===== config.mk =====
export PLATFORM = sky130hd
export DESIGN_NAME = addsub_multicycle
export DESIGN_NICKNAME = d
export VERILOG_FILES = /design/src/rtl/addsub_multicycle.sv
export SDC_FILE = /design/constraint.sdc
export NUM_CORES = 1
export LEC_CHECK = 0
export ABC_AREA = 1
export BUFFER_PORTS_ARGS = -buffer_cell sky130_fd_sc_hd__buf_2
export CAP_MARGIN = 20
export CORE_MARGIN = 2
export CORE_UTILIZATION = 58
export CTS_BUF_LIST = sky130_fd_sc_hd__clkbuf_8
export DETAILED_ROUTE_END_ITERATION = 8
export GPL_TIMING_DRIVEN = 1
export PLACE_DENSITY = 0.83
export SLEW_MARGIN = 5
export SYNTH_ARGS = -nofsm -noshare
export SYNTH_HDL_FRONTEND = slang
export SYNTH_SLANG_ARGS = --single-unit

===== constraint.sdc =====
create_clock -name clk -period 4.75 [get_ports clk]
set_input_delay 0.7125 -clock clk [delete_from_list [all_inputs] [get_ports clk]]
set_output_delay 0.7125 -clock clk [all_outputs]
set_load 0.05 [all_outputs]

===== src/rtl/addsub_multicycle.sv =====
// Multi-cycle adder/subtractor: one SLICE-bit piece per clock, LSB first.
// Produces x86-style CF/OF/SF/ZF with a start/busy/done handshake.
module addsub_multicycle #(
    parameter int unsigned WIDTH = 32,
    parameter int unsigned SLICE = 8
) (
    input  logic             clk,
    input  logic             rst,
    input  logic             start,
    input  logic [WIDTH-1:0] a,
    input  logic [WIDTH-1:0] b,
    input  logic [1:0]       op,
    input  logic             cin,
    output logic             busy,
    output logic             done,
    output logic [WIDTH-1:0] sum,
    output logic             cf,
    output logic             of,
    output logic             sf,
    output logic             zf
);

    localparam int unsigned NSLICE = WIDTH / SLICE;
    localparam int unsigned KW = (NSLICE > 1) ? $clog2(NSLICE) : 1;

    typedef enum logic [1:0] {
        S_IDLE,
        S_RUN,
        S_DONE
    } state_t;

    state_t           state_q;
    logic [KW-1:0]    k_q;
    logic [WIDTH-1:0] a_q;
    logic [WIDTH-1:0] b_q;
    logic [WIDTH-1:0] res_q;
    logic             c_q;
    logic             sub_q;

    logic             busy_q;
    logic             done_q;
    logic [WIDTH-1:0] sum_q;
    logic             cf_q;
    logic             of_q;
    logic             sf_q;
    logic             zf_q;

    logic [SLICE:0]   sl_full;
    logic [WIDTH-1:0] sl_ext;
    logic [WIDTH-1:0] res_d;
    logic [WIDTH-1:0] a_d;
    logic [WIDTH-1:0] b_d;
    logic             cmsb;
    logic             last;
    logic             c0;

    // Operands shift right so the active slice always sits in the low bits.
    always_comb begin
        sl_full = {1'b0, a_q[SLICE-1:0]}
                + {1'b0, b_q[SLICE-1:0]}
                + {{SLICE{1'b0}}, c_q};
        cmsb    = sl_full[SLICE-1] ^ a_q[SLICE-1] ^ b_q[SLICE-1];
        sl_ext  = '0;
        sl_ext[SLICE-1:0] = sl_full[SLICE-1:0];
        res_d   = (res_q >> SLICE) | (sl_ext << (WIDTH - SLICE));
        a_d     = a_q >> SLICE;
        b_d     = b_q >> SLICE;
        last    = (k_q == KW'(NSLICE - 1));
        c0      = op[1] ? (cin ^ op[0]) : op[0];
    end

    always_ff @(posedge clk or posedge rst) begin
        if (rst) begin
            state_q <= S_IDLE;
            k_q     <= '0;
            a_q     <= '0;
            b_q     <= '0;
            res_q   <= '0;
            c_q     <= 1'b0;
            sub_q   <= 1'b0;
            busy_q  <= 1'b0;
            done_q  <= 1'b0;
            sum_q   <= '0;
            cf_q    <= 1'b0;
            of_q    <= 1'b0;
            sf_q    <= 1'b0;
            zf_q    <= 1'b0;
        end else begin
            case (state_q)
                S_IDLE, S_DONE: begin
                    done_q <= 1'b0;
                    if (start) begin
                        state_q <= S_RUN;
                        busy_q  <= 1'b1;
                        k_q     <= '0;
                        a_q     <= a;
                        b_q     <= op[0] ? ~b : b;
                        c_q     <= c0;
                        sub_q   <= op[0];
                        res_q   <= '0;
                    end else begin
                        state_q <= S_IDLE;
                    end
                end
                S_RUN: begin
                    a_q   <= a_d;
                    b_q   <= b_d;
                    c_q   <= sl_full[SLICE];
                    res_q <= res_d;
                    if (last) begin
                        state_q <= S_DONE;
                        busy_q  <= 1'b0;
                        done_q  <= 1'b1;
                        sum_q   <= res_d;
                        cf_q    <= sl_full[SLICE] ^ sub_q;
                        of_q    <= sl_full[SLICE] ^ cmsb;
                        sf_q    <= res_d[WIDTH-1];
                        zf_q    <= (res_d == '0);
                    end else begin
                        k_q <= k_q + KW'(1);
                    end
                end
                default: begin
                    state_q <= S_IDLE;
                    busy_q  <= 1'b0;
                    done_q  <= 1'b0;
                end
            endcase
        end
    end

    assign busy = busy_q;
    assign done = done_q;
    assign sum  = sum_q;
    assign cf   = cf_q;
    assign of   = of_q;
    assign sf   = sf_q;
    assign zf   = zf_q;

endmodule


==> flow_summary.json <==
{
  "status": "finished clean",
  "cts_tree": "yes",
  "async_flop_share_pct": 100,
  "clkLatencyLatePin_ps": 440,
  "drive_gt1_share_pct": 21.0,
  "critical_path_class": "reg -> reg",
  "max_stage_delay_ps": 650,
  "fin_ws_ps": 2300,
  "end_kind": "flop",
  "post-route-util_pct": 70.0,
  "grt_usage_pct": 25.3,
  "first_iter_violations": 381,
  "dp_cells": 823,
  "synth-edff-count": 0,
  "final_cell_mix": "nand2_1 (147), dfrtp_1 (130), buf_2 (107)",
  "fp.dieW_microns": 104,
  "cts_root_buf": "clkbuf_8",
  "grt-busiest-layer": "met2",
  "grt_use_met2_pct": 40.3,
  "antenna_cells": 0,
  "ys_seq_area_share_pct": 55.6,
  "ys_warn_count": 0,
  "portBuffers": 107,
  "use_met3_pct": 5.76,
  "required_ps": 5010,
  "ys.flop_type": "dfrtp_1",
  "coreArea_sq_um": 9770,
  "synth_area_sq_um": 5850,
  "r2r-end": "sum[29]",
  "cts-hold-fix-buffers": 0,
  "antenna_left": 0,
  "clk_path_buf_depth": 2,
  "io_pins": 108,
  "dr.pass1.iters": 5,
  "crit_family": "buffers and inverters",
  "die_h_microns": 104,
  "wire_per_inst_microns": 15.2,
  "place_congestion": 0.869,
  "numCtsBuffers": 17,
  "cp.arrival_ps": 2700,
  "cp_num_buf_inv": 3,
  "antenna_found_initial": 0,
  "r2r_start": "state_q[1]",
  "vdd_drop_max_uv": 399,
  "synth.avg_cell_area_sq_um": 9.51,
  "area_growth_pct": 16.9,
  "period_minus_slack_ps": 2450,
  "syn_nets": 695,
  "setup_tns_ps": 0,
  "slew_violations": 0,
  "overflow": 0,
  "dpl.hpwl_mm": 8.80,
  "postCtsSetupBuffers": 0,
  "powerDensity_nw_per_um2": 781,
  "synth.distinct_cells": 29,
  "num_rows": 36,
  "rsz0062_at_grt": "false",
  "period_share_pct": 51.5,
  "hold_path_class": "in -> async",
  "clkTransAtPathRegs_ps": 80,
  "setup_viol": 0,
  "die-area_sq_um": 10900,
  "drv_cap": 0,
  "cts_resized": 0,
  "placed_area_sq_um": 6370,
  "synth_seq_cells": 130,
  "reg2reg_depth": 6,
  "route.detailed.drc": 0,
  "worstMarginPinSlew_ps": 872,
  "grt_pass1_wl_mm": 22.2,
  "crit_chain": "inv_1 -> nand2_2 -> buf_4 -> nor2_4 -> inv_2 -> o21ai_0",
  "fin_nets": 791,
  "first_global_vias": 4627,
  "via_per_inst": 5.57,
  "vias": 4772,
  "finalHoldViolCount": 0,
  "crit_fanout": 66,
  "fin_skew_ps": 7.75,
  "grt_max_degree": 90,
  "clock-sinks": 130,
  "r2r_setup_slack_ps": 2300,
  "final_common_cell": "nand2_1",
  "post-route-cell-area_sq_um": 6840,
  "fmax_mhz": 409,
  "htreeDepth": 4,
  "critPathSlowestCell": "inv_2",
  "grt_use_met1_pct": 34.3,
  "cp-start-kind": "flop",
  "pre_cts_slack_ps": 1680,
  "start_util_pct": 59.8,
  "slew_headroom_pct": 41.8,
  "leakage_nw": 3.37,
  "nFillCells": 728,
  "stdcell_count": 857,
  "syn-instance-count": 615,
  "wirelength_mm": 13.1
}
[stage by stage]
| step | hold slack (ps) | power, mW |
|---|---|---|
| CTS | 472 | 5.31 |
| detailed placement | 468 | 4.31 |
| global route | 200 | 5.70 |
| floorplan | 459 | 3.74 |
| global placement | 462 | 4.20 |
| finish | 202 | 5.34 |
[power by group]
| group | total [mW] | switching [mW] | internal (mW) |
|---|---|---|---|
| sequential | 1.80 | 0.217 | 1.59 |
| combinational | 2.56 | 1.81 | 0.746 |
| clock | 0.980 | 0.455 | 0.524 |
| total | 5.34 | 2.48 | 2.86 |
[Yosys cell counts, types with 9 or more instances]
library cell | instances | area share (%)
xnor2_1 | 28 | 4.2
nand2_1 | 147 | 9.4
o211ai_1 | 27 | 3.5
dfrtp_1 | 130 | 56
inv_1 | 78 | 5.0
o21ai_1 | 14 | 1.2
o22ai_1 | 32 | 3.4
o21ai_0 | 32 | 2.7
a21oi_1 | 12 | 1.0
o221ai_1 | 18 | 2.7
buf_2 | 18 | 1.5
clkbuf_1 | 9 | 0.58
nand3_1 | 19 | 1.6
[state kept, by name (all words and copies together) (netlist names), 2 cells and up]
name	cells
sum	32
b_q	32
k_q	2
a_q	32
res_q	24
state_q	2
[layer usage]
metal | wire length, microns | share of wire (%)
met1 | 5630 | 43
met2 | 6290 | 48
met3 | 880 | 6.7
met4 | 251 | 1.9
met5 | 0 | 0
[worst max-delay path by stage]
stage	from	to	slack, ps	cells past startpoint
after CTS	state_q[0]	b_q[12]	2060	7
after global placement	start	b_q[13]	1790	7
after global routing	state_q[1]	sum[29]	2090	6
after floorplan	rst	a_q[0]	570	1
final	state_q[1]	sum[29]	2300	6
after detailed placement	start	a_q[23]	1680	7
[final cells by class]
type	count	area [sq um]	area share [%]
clock buffer	17	234	3.42
clock inverter	15	184	2.69
inverter	80	303	4.43
multi-input combinational	370	2090	30.6
sequential	130	3250	47.6
tap	133	166	2.43
timing repair buffer	112	606	8.85
[kinds of logic after synthesis]
logic type,share of synthesized area [%]
simple gates,13.0
compound gates,15.9
flops,55.6
buf+inv,8.60
xor+xnor,4.49
fa+ha+maj,2.40
No activity file was read; power rests on OpenSTA's default activity.
